[config.mk]
export PLATFORM = sky130hd
export DESIGN_NAME = fp_round_pipe
export DESIGN_NICKNAME = d
export VERILOG_FILES = /design/src/rtl/fp_round_pipe.sv
export SDC_FILE = /design/constraint.sdc
export NUM_CORES = 1
export LEC_CHECK = 0
export ABC_AREA = 1
export ABC_CLOCK_PERIOD_IN_PS = 3300
export BUFFER_PORTS_ARGS = -buffer_cell sky130_fd_sc_hd__buf_2
export CAP_MARGIN = 0
export CORE_MARGIN = 2
export CORE_UTILIZATION = 45
export CTS_CLUSTER_DIAMETER = 30
export DETAILED_ROUTE_END_ITERATION = 16
export PLACE_DENSITY = 0.75
export SLEW_MARGIN = 5
export SYNTH_ARGS = -nofsm -noshare
export SYNTH_HDL_FRONTEND = slang
export SYNTH_SLANG_ARGS = --single-unit
[constraint.sdc]
create_clock -name clk_i -period 3.3 [get_ports clk_i]
set_input_delay 0.165 -clock clk_i [delete_from_list [all_inputs] [get_ports clk_i]]
set_output_delay 0.165 -clock clk_i [all_outputs]
set_load 0.02 [all_outputs]
[src/rtl/fp_round_pipe.sv]
// fp_round_pipe: two-stage valid/ready rounding and packing stage for FP results.
// Stage 1 captures the beat and decides the increment; stage 2 applies it and selects the packed result.
package fp_round_pkg;
  typedef enum logic [1:0] {FP16, FP32, FP64} fp_format_e;

  typedef enum logic [2:0] {
    RNE = 3'b000,
    RTZ = 3'b001,
    RDN = 3'b010,
    RUP = 3'b011,
    RMM = 3'b100
  } roundmode_e;

  function automatic int fp_width(fp_format_e f);
    case (f)
      FP16:    return 16;
      FP64:    return 64;
      default: return 32;
    endcase
  endfunction

  function automatic int exp_bits(fp_format_e f);
    case (f)
      FP16:    return 5;
      FP64:    return 11;
      default: return 8;
    endcase
  endfunction

  function automatic int man_bits(fp_format_e f);
    case (f)
      FP16:    return 10;
      FP64:    return 52;
      default: return 23;
    endcase
  endfunction

  typedef struct packed {
    logic        sign;
    logic [7:0]  exp;
    logic [22:0] mant;
  } fp32_t;

  typedef struct packed {
    fp32_t       u_result;
    logic [1:0]  rs;
    logic        round_en;
    logic        invalid;
    logic [1:0]  exp_cout;
  } uround_res_fp32_t;
endpackage

module fp_round_pipe
  import fp_round_pkg::*;
#(
  parameter fp_format_e FP_FORMAT    = FP32,
  parameter type        uround_res_t = uround_res_fp32_t
) (
  input  logic                              clk_i,
  input  logic                              rst_ni,
  input  logic                              valid_i,
  output logic                              ready_o,
  input  uround_res_t                       urnd_result_i,
  input  roundmode_e                        rnd_i,
  output logic                              valid_o,
  input  logic                              ready_i,
  output logic [fp_width(FP_FORMAT)-1:0]    result_o,
  output logic [4:0]                        flags_o
);
  localparam int FP_WIDTH   = fp_width(FP_FORMAT);
  localparam int EXP_WIDTH  = exp_bits(FP_FORMAT);
  localparam int MANT_WIDTH = man_bits(FP_FORMAT);
  localparam int SUM_W      = EXP_WIDTH + MANT_WIDTH + 1;
  localparam logic [EXP_WIDTH-1:0] EXP_ONES = '1;
  localparam logic [EXP_WIDTH-1:0] EXP_MAXF = EXP_ONES - 1'b1;

  logic                  s1_valid, s2_valid, s1_advance, s2_advance;
  logic [FP_WIDTH-1:0]   s1_res;
  logic                  s1_round_en, s1_invalid, s1_inc, s1_inexact;
  logic [1:0]            s1_exp_cout;
  roundmode_e            s1_rnd;

  logic                  inc_d, r_bit, s_bit, lsb, in_sign;
  logic [SUM_W-1:0]      sum;
  logic [EXP_WIDTH-1:0]  rnd_exp, exp_in;
  logic                  sign, use_inf, away, of_hit;
  logic [FP_WIDTH-1:0]   res_d;
  logic [4:0]            flags_d;

  // ready_o looks through to ready_i so a full pipe still streams one beat per cycle
  assign s2_advance = ~s2_valid | ready_i;
  assign s1_advance = s1_valid & s2_advance;
  assign ready_o    = ~s1_valid | s1_advance;
  assign valid_o    = s2_valid;

  always_comb begin
    r_bit   = urnd_result_i.rs[1];
    s_bit   = urnd_result_i.rs[0];
    lsb     = urnd_result_i.u_result.mant[0];
    in_sign = urnd_result_i.u_result.sign;
    inc_d   = r_bit & (s_bit | lsb);
    case (rnd_i)
      RTZ:     inc_d = 1'b0;
      RDN:     inc_d = in_sign & (r_bit | s_bit);
      RUP:     inc_d = ~in_sign & (r_bit | s_bit);
      RMM:     inc_d = r_bit;
      default: inc_d = r_bit & (s_bit | lsb);
    endcase
  end

  always_ff @(posedge clk_i or negedge rst_ni) begin
    if (!rst_ni) begin
      s1_valid    <= 1'b0;
      s1_res      <= '0;
      s1_round_en <= 1'b0;
      s1_invalid  <= 1'b0;
      s1_exp_cout <= 2'b00;
      s1_rnd      <= RNE;
      s1_inc      <= 1'b0;
      s1_inexact  <= 1'b0;
    end else if (ready_o) begin
      s1_valid <= valid_i;
      if (valid_i) begin
        s1_res      <= urnd_result_i.u_result;
        s1_round_en <= urnd_result_i.round_en;
        s1_invalid  <= urnd_result_i.invalid;
        s1_exp_cout <= urnd_result_i.exp_cout;
        s1_rnd      <= rnd_i;
        s1_inc      <= inc_d;
        s1_inexact  <= |urnd_result_i.rs;
      end
    end
  end

  // An input already at exponent all-ones (inf) is left alone rather than flagged as overflow
  always_comb begin
    sign    = s1_res[FP_WIDTH-1];
    exp_in  = s1_res[FP_WIDTH-2 -: EXP_WIDTH];
    sum     = {1'b0, s1_res[FP_WIDTH-2:0]} + SUM_W'(s1_inc);
    rnd_exp = sum[SUM_W-2 -: EXP_WIDTH];
    case (s1_rnd)
      RTZ:     use_inf = 1'b0;
      RDN:     use_inf = sign;
      RUP:     use_inf = ~sign;
      default: use_inf = 1'b1;
    endcase
    case (s1_rnd)
      RDN:     away = sign;
      RUP:     away = ~sign;
      default: away = 1'b0;
    endcase
    of_hit  = (s1_exp_cout == 2'b01) | ((rnd_exp == EXP_ONES) & (exp_in != EXP_ONES));
    res_d   = {sign, sum[SUM_W-2:0]};
    flags_d = {3'b000, s1_inexact & (rnd_exp == '0), s1_inexact};
    if (s1_invalid) begin
      res_d   = {1'b0, EXP_ONES, 1'b1, {(MANT_WIDTH-1){1'b0}}};
      flags_d = 5'b10000;
    end else if (!s1_round_en) begin
      res_d   = s1_res;
      flags_d = 5'b00000;
    end else if (of_hit) begin
      res_d   = use_inf ? {sign, EXP_ONES, {MANT_WIDTH{1'b0}}}
                        : {sign, EXP_MAXF, {MANT_WIDTH{1'b1}}};
      flags_d = 5'b00101;
    end else if (s1_exp_cout[1]) begin
      res_d   = {sign, {(FP_WIDTH-2){1'b0}}, away};
      flags_d = 5'b00011;
    end
  end

  always_ff @(posedge clk_i or negedge rst_ni) begin
    if (!rst_ni) begin
      s2_valid <= 1'b0;
      result_o <= '0;
      flags_o  <= '0;
    end else if (s2_advance) begin
      s2_valid <= s1_valid;
      if (s1_valid) begin
        result_o <= res_d;
        flags_o  <= flags_d;
      end
    end
  end
endmodule

==> results.cfg, run 1 <==
[outcome]
status = complete, no violations

[timing]
tightestPinTransition_ns = 0.990
finalCriticalPeriod_ns = 2.69
fin_skew_ns = 0.0167
slew_violations = 0
fmax_mhz = 372
fin_crit_sh_pct = 81.5
rsz0062_at_grt = no
relSlewSlack_pct = 34.0
finalSetupViolCount = 0
fin_setup_tns_ns = 0
whs_ns = 0.0214
finalHoldViolations = 0

[place]
gp_congestion = 0.920
post-dp-hpwl_um = 8680
place_area_um2 = 4940
io_buffers = 82

[cts]
clk_path_buf_depth = 2
tritoncts = built
numCtsBuffers = 9
clock_latency_ns = 0.37
htree_levels = 3
cts_root_buffer = clkbuf_8
clk_pin_slew_ns = 0.08
cts.sink_count = 79

[floorplan]
initial_utilization_pct = 45.9
rows = 36
die_y_um = 103
die_width_um = 103
pin_count = 84
dieArea_um2 = 10700
coreArea_um2 = 9680

[grt]
grt_usage_pct = 23.7
antenna_found_initial = 0
grt_pass1_vias = 3996
grt_first_pass_wirelength_um = 19400
grt_max_degree = 80
overflow = 0

[critical_path]
cp.arrival_ns = 2.94
cp_cell_sequence = ha_1 > nand3_1 > nor2_1 > nand2_1 > nor2_2 > nand3_1 > nand2_1 > nand2_1 > nor2_1 > nand2_2 > nand2_4 > nand2_4 > nand2_4 > o21ai_0
worst-setup-path-type = reg -> reg
cp_slowest_cell = dfrtp_1
cpPeakStageDelay_ns = 0.38
end_kind = flop
cp_max_fo = 17
start_kind = flop
cp.required_ns = 3.55

[run]
cap_viol_max_count = 0

[power]
peakVddDrop_mv = 0.338
p_sw_mw = 1.25
switching_share_pct = 39.8
p_int_mw = 1.90
powerDensity_nw_per_um2 = 613
p_leak_nw = 2.56
power_frac_clock_pct = 22.6
p_seq_share_pct = 43.6
p_comb_share_pct = 33.8

[route]
wl_um = 12000
num_vias = 4199
routedWlPerCell_um = 15.0
drt_iter0_drc = 233
routed_via_density = 5.28
first_pass_iters = 5
ant_nets = 0
drc = 0

[final_layout]
nets = 706
layout_commonest_cell = nand2_1
diodes = 0
final_layout_size_suffix_gt1_share_pct = 21.7
final_cell_mix = nand2_1, nor2_1, buf_2
syn_to_final_growth_pct = 15.7
design_area_um2 = 5140

[synth]
synth_top_area_share_pct = 44.5
synth_cell_types = 36
syn_area_um2 = 4440
synthCells = 584
synth_edf_count = 0
ys.flop_type = dfrtp_1
syn_area_per_cell_um2 = 7.61
async_flop_share_pct = 100
ys_seq_area_share_pct = 44.5
yosysWarnings = 0
syn_nets = 631
synth_top_area_cell = dfrtp_1
synth_area_leaders = dfrtp_1, nand2_1, nor2_1, a21oi_1, nand3_1
yosys_register_bits = 79

[worst_hold_path]
hp-class = in -> reg
==> power by group through the flow <==
stage                     clock [mW]  combinational, mW  sequential (mW)
after floorplan                    0              0.582             1.50
after global placement             0               1.05             1.38
after detailed placement           0               1.07             1.39
after CTS                      0.720               1.07             1.37
after global routing           0.767               1.19             1.40
final                          0.713               1.06             1.37
==> sequential cells by signal (all words and copies together) (netlist names) <==
name and flops:
result_o 32, s1_res 32, flags_o 4, s1_rnd 3, s1_exp_cout 2, s1_inc 1
s1_inexact 1, s1_invalid 1, s1_round_en 1, s1_valid 1, valid_o 1
==> synth_stat cells (2+ instances only) <==
cell,instances
nand2_1,132
nor2_1,96
dfrtp_1,79
a21oi_1,52
inv_1,50
nand3_1,40
o21ai_0,22
clkbuf_1,16
a22oi_1,13
mux2_2,13
o21ai_2,10
nor2_2,9
xor2_1,8
nand4_1,6
nand2_2,4
nor2_4,4
nand2_4,3
nor3_1,3
xnor2_1,3
buf_1,2
buf_2,2
ha_1,2
o21ai_1,2
==> kinds of logic after synthesis <==
| family | count (synthesis) | synth area share (%) |
|---|---|---|
| compound gates | 104 | 13.6 |
| buf+inv | 74 | 6.81 |
| fa+ha+maj | 2 | 0.563 |
| flops | 79 | 44.5 |
| mux | 13 | 3.29 |
| xor+xnor | 11 | 2.17 |
| simple gates | 300 | 29.0 |
| other cells | 1 | 0.0844 |
==> repair_timing <==
item	in CTS	in global routing
endpoints found under the hold margin	4	0
hold buffers	1	0
buffers inserted	0	0
resized for setup	0	0
==> per-stage QoR <==
stage | power [mW] | setup slack (ns) | cells | util [%]
finish | 3.15 | 0.612 | 796 | 53.1
detailed placement | 2.45 | 0.643 | 780 | 51.0
global placement | 2.43 | 0.726 | 780 | 51.0
CTS | 3.16 | 0.636 | 796 | 53.1
floorplan | 2.09 | 1.19 | 584 | -
global route | 3.36 | 0.304 | 796 | 53.1
==> path summary, 6_finish.rpt <==
check	start	end	slack, ns	cells after the start
worst max-delay path	s1_res[0]	result_o[3]	0.61	14
min in group asynchronous	rst_ni	result_o[25]	0.50	2
worst min register to register	result_o[15]	result_o[15]	0.48	2
max in group asynchronous	rst_ni	s1_rnd[0]	2.16	2
worst max register to register	s1_res[0]	result_o[3]	0.61	14
worst min-delay path	urnd_result_i[11]	s1_res[5]	0.02	2
==> worst max-delay path, delay by kind of cell (launching register included) <==
kind	cells	cell delay, ns
flops	1	0.38
simple gates	12	1.86
compound gates	1	0.12
fa+ha+maj	1	0.20
==> routing by layer <==
metal  vias up  global-route usage (%)  routed length (µm)
li1       2058                       -                   -
met1      2026                    32.7                5550
met2       102                    37.5                5750
met3        13                    4.97                 519
met4         0                    7.29                 128
met5         -                       0                   0
==> final cells by class <==
type	count	area, µm²
Clock buffer	10	128
Clock inverter	5	57.6
Fill cell	968	4550
Inverter	51	191
Multi-Input combinational cell	431	2170
Sequential cell	79	1980
Tap cell	133	166
Timing Repair Buffer	87	453
(Power assumes the default switching activity.)
==> run 2, diff against run 1 <==
Settings changed: ABC_CLOCK_PERIOD_IN_PS 3300 to 2760.
Clock period 3.3 ns to 2.76 ns, I/O delays scaled along.
==> results.cfg, run 2 (synthesis gave the netlist of run 1 again) <==
[cts]
htree_levels = 3
clk_pin_slew_ns = 0.09
cts_resized = 0
clk_path_buf_depth = 2
tritoncts = built
postCtsSetupBuffers = 0
numCtsBuffers = 9
cts_root_buffer = clkbuf_8
clock_latency_ns = 0.37
cts_hold_buf = 11
cts.sink_count = 79

[timing]
fmax_mhz = 400
fin_skew_ns = 0.0151
finalCriticalPeriod_ns = 2.50
tightestPinTransition_ns = 0.980
rsz0062_at_grt = no
finalSetupViolCount = 0
finalHoldViolations = 0
slew_violations = 0
whs_ns = 0.0126
fin_setup_tns_ns = 0
relSlewSlack_pct = 34.7
fin_crit_sh_pct = 90.5

[route]
ant_nets = 0
num_vias = 4232
wl_um = 11900
drt_iter0_drc = 208
drc = 0
first_pass_iters = 4
routedWlPerCell_um = 14.7
routed_via_density = 5.20

[run]
cap_viol_max_count = 0

[final_layout]
final_cell_mix = nand2_1, nor2_1, buf_2
layout_commonest_cell = nand2_1
fillers = 962
syn_to_final_growth_pct = 19.8
final_layout_size_suffix_gt1_share_pct = 22.5
largestRegisters = result_o (32), s1_res (32), flags_o (4)
diodes = 0
nets = 723

[critical_path]
worst-setup-path-type = reg -> reg
end_kind = flop
start_kind = flop
cp.arrival_ns = 2.75
cp_max_fo = 17
cp.required_ns = 3.01
worst-r2r-setup-slack_ns = 0.26

[floorplan]
rows = 36
pin_count = 84
initial_utilization_pct = 45.9
die_width_um = 103
coreArea_um2 = 9680
die_y_um = 103
dieArea_um2 = 10700

[power]
p_sw_mw = 1.51
peakVddDrop_mv = 0.443
p_comb_share_pct = 34.0
switching_share_pct = 39.1
p_leak_nw = 2.65
power.total_mw = 3.86
power_frac_clock_pct = 24.0
p_seq_share_pct = 42.0
powerDensity_nw_per_um2 = 725
p_int_mw = 2.35

[grt]
grt_usage_pct = 23.8
antenna_found_initial = 0
grt_first_pass_wirelength_um = 19500
overflow = 0
grt_max_degree = 80
grt_pass1_vias = 4003

[worst_hold_path]
hp-class = in -> reg

[outcome]
status = complete, no violations

[place]
gp_congestion = 0.965
post-dp-hpwl_um = 8810
io_buffers = 82
-- run 2: cell count changes in the layout (fill, tap and decap cells not counted) --
cell           before  now
dlygate4sd3_1       1   11
buf_4               5   12
clkbuf_8            9   11
clkinv_2            2    0
clkinv_4            1    3
clkbuf_1            1    0
-- run 2: stage by stage --
step / utilization, % / instances / area [µm²] / setup WS [ns]
global route: 55.0 / 814 / 5320 / 0.00646
CTS: 55.0 / 814 / 5320 / 0.264
detailed placement: 51.6 / 787 / 5000 / 0.271
floorplan: - / 584 / 4440 / 0.654
finish: 55.0 / 814 / 5320 / 0.261
global placement: 51.6 / 787 / 5000 / 0.390
-- run 2: power groups by stage --
| stage | registers (mW) | clock network, mW | logic (mW) |
|---|---|---|---|
| floorplan | 1.80 | 0 | 0.696 |
| global placement | 1.64 | 0 | 1.29 |
| detailed placement | 1.64 | 0 | 1.31 |
| CTS | 1.62 | 0.948 | 1.32 |
| global route | 1.66 | 0.999 | 1.47 |
| finish | 1.62 | 0.926 | 1.31 |
-- run 2: routing by layer --
metal / vias up / global-route usage [%] / part of all wire, %
met4: 0 / 5.77 / 0.95
met1: 2031 / 31.8 / 45
met3: 9 / 5.17 / 4.9
li1: 2082 / - / -
met5: - / 0 / 0
met2: 110 / 39.6 / 49
-- run 2: worst paths after layout --
| kind | cells past startpoint | start | to |
|---|---|---|---|
| min in group asynchronous | 2 | rst_ni | result_o[26] |
| setup reg to reg | 15 | s1_res[0] | result_o[3] |
| max in group asynchronous | 2 | rst_ni | s1_res[18] |
| hold reg to reg | 2 | result_o[20] | result_o[20] |
| setup / recovery | 15 | s1_res[0] | result_o[3] |
| hold / removal | 2 | urnd_result_i[20] | s1_res[14] |
-- run 2: critical path, cell delays in order, from the launching register on --
cell     delay, ns
dfrtp_1       0.38
ha_1          0.20
ha_1          0.18
nand2_1       0.10
nor2_2        0.13
nand2_2       0.13
nor2_4        0.17
nand3_1       0.08
nand2_1       0.09
nand3_1       0.09
nor2_1        0.12
nand2_2       0.09
nand2_4       0.21
nand2_4       0.09
nand2_4       0.21
o21ai_0       0.12
-- run 2: cell type report --
| type | count | area (µm²) | share of cell area (%) |
|---|---|---|---|
| multi-input combinational | 431 | 2170 | 40.7 |
| sequential | 79 | 1980 | 37.1 |
| timing repair buffer | 104 | 606 | 11.4 |
| inverter | 51 | 191 | 3.60 |
| tap | 133 | 166 | 3.13 |
| clock buffer | 11 | 151 | 2.84 |
| clock inverter | 5 | 65.1 | 1.22 |
==> run 3, diff against run 2 <==
Settings changed: CELL_PAD_IN_SITES_DETAIL_PLACEMENT set to 0, CELL_PAD_IN_SITES_GLOBAL_PLACEMENT set to 1, CORE_UTILIZATION 45 to 40, PLACE_DENSITY 0.75 to 0.87.
==> results.cfg, run 3 (synthesis gave the netlist of run 1 again) <==
[outcome]
status = complete, no violations

[final_layout]
multi_input_area_um2 = 2170
syn_to_final_growth_pct = 20.1
final_cell_count_no_fill = 821
final_cell_mix = nand2_1, nor2_1, buf_2
seq_area_um2 = 1980
layout_commonest_cell = nand2_1
diodes = 0
final_core_util_pct = 49.2
largestRegisters = result_o (32), s1_res (32), flags_o (4)
final_layout_size_suffix_gt1_share_pct = 22.2
fillers = 1092
nets = 724

[cts]
htree_levels = 3
tritoncts = built
clk_pin_slew_ns = 0.08
clock_latency_ns = 0.37
cts.sink_count = 79
cts_hold_buf = 11
cts_resized = 0
cts_root_buffer = clkbuf_8
clk_path_buf_depth = 2
postCtsSetupBuffers = 0
numCtsBuffers = 9

[critical_path]
worst-r2r-setup-slack_ns = 0.37
cp_slowest_cell = dfrtp_1
worst-setup-path-type = reg -> reg
cp.arrival_ns = 2.64
cp_max_fo = 13
path_buf_inv = 1
cp_common_cell = nand2_1
crit_family = simple AND/OR/NAND/NOR gates
cpPeakStageDelay_ns = 0.38
cp_cell_sequence = ha_1 > ha_1 > nand2_1 > inv_1 > nand3_1 > nor2_2 > nand2_1 > nand2_1 > nand2_1 > nor2_2 > nand2_2 > nand2_4 > nand2_4 > nand2_4 > o21ai_0
end_kind = flop
start_kind = flop
cp.required_ns = 3.00

[route]
num_vias = 4205
routedWlPerCell_um = 15.4
first_pass_iters = 5
drc = 0
ant_nets = 0
wl_um = 12600
routed_via_density = 5.12
drt_iter0_drc = 227

[timing]
fin_setup_tns_ns = 0
rsz0062_at_grt = no
fin_skew_ns = 0.00724
finalHoldViolations = 0
tightestPinTransition_ns = 1.03
slew_violations = 0
finalSetupViolCount = 0
fmax_mhz = 418
finalCriticalPeriod_ns = 2.39
fin_crit_sh_pct = 86.7
relSlewSlack_pct = 31.6

[floorplan]
coreArea_um2 = 10800
pin_count = 84
die_y_um = 109
die_width_um = 109
dieArea_um2 = 12000
initial_utilization_pct = 41.0
rows = 38

[grt]
gr-usage-met1_pct = 30.3
overflow = 0
use_met2_pct = 35.8
gr-max-usage-layer = met2
gr-usage-met3_pct = 4.98
grt_usage_pct = 22.4
grt_max_degree = 80
grt_pass1_vias = 4159
grt_first_pass_wirelength_um = 20400
antenna_found_initial = 0

[place]
gp_congestion = 0.892
io_buffers = 82
post-dp-hpwl_um = 9250
dpl.cell_count = 795

[power]
peakVddDrop_mv = 0.369
power.total_mw = 3.90
powerDensity_nw_per_um2 = 731
p_leak_nw = 2.65

[worst_hold_path]
hp-class = in -> reg

[run]
cap_viol_max_count = 0
run 3: layout make-up:
type                    count  area share, %
clock buffers              12           2.72
clock inverters             3           1.27
inverters                  51           3.59
multi-input cells         431           40.6
flip-flops and latches     79           37.1
well taps                 140           3.28
repair buffers            105           11.5
run 3: power breakdown:
group / switching (mW) / leakage (nW) / internal, mW
logic: 0.843 / 1.61 / 0.465
registers: 0.226 / 0.933 / 1.41
clock network: 0.425 / 0.103 / 0.530
total: 1.49 / 2.65 / 2.41
run 3: per-layer routing:
metal | wire length [µm] | part of all wire (%) | up-vias
li1 | - | - | 2077
met1 | 5730 | 45 | 1983
met2 | 5900 | 47 | 125
met3 | 750 | 5.9 | 20
met4 | 247 | 2.0 | 0
met5 | 0 | 0 | -
run 3: worst register-to-register path: stages, from the launching register on:
cell and delay, ns:
dfrtp_1 0.38, ha_1 0.20, ha_1 0.17, nand2_1 0.10
inv_1 0.09, nand3_1 0.20, nor2_2 0.21, nand2_1 0.07
nand2_1 0.07, nand2_1 0.08, nor2_2 0.12, nand2_2 0.08
nand2_4 0.11, nand2_4 0.07, nand2_4 0.21, o21ai_0 0.11
run 3: path summary, 6_finish.rpt:
path / to / startpoint / cells past startpoint
min in group asynchronous: result_o[27] / rst_ni / 2
min: s1_res[11] / urnd_result_i[17] / 2
max in group asynchronous: s1_res[26] / rst_ni / 2
max: result_o[3] / s1_res[0] / 15
max reg2reg: result_o[3] / s1_res[0] / 15
min reg2reg: result_o[20] / result_o[20] / 2
run 3: metrics by stage:
stage          instance area [µm²]  worst slack (ns)  hold WS, ns
3_5_place_dp                  5010             0.364        0.375
5_1_grt                       5340             0.128      0.00440
6_report                      5340             0.367       0.0196
3_3_place_gp                  5010             0.415        0.364
4_1_cts                       5340             0.358      0.00142
2_1_floorplan                 4440             0.654       -0.158
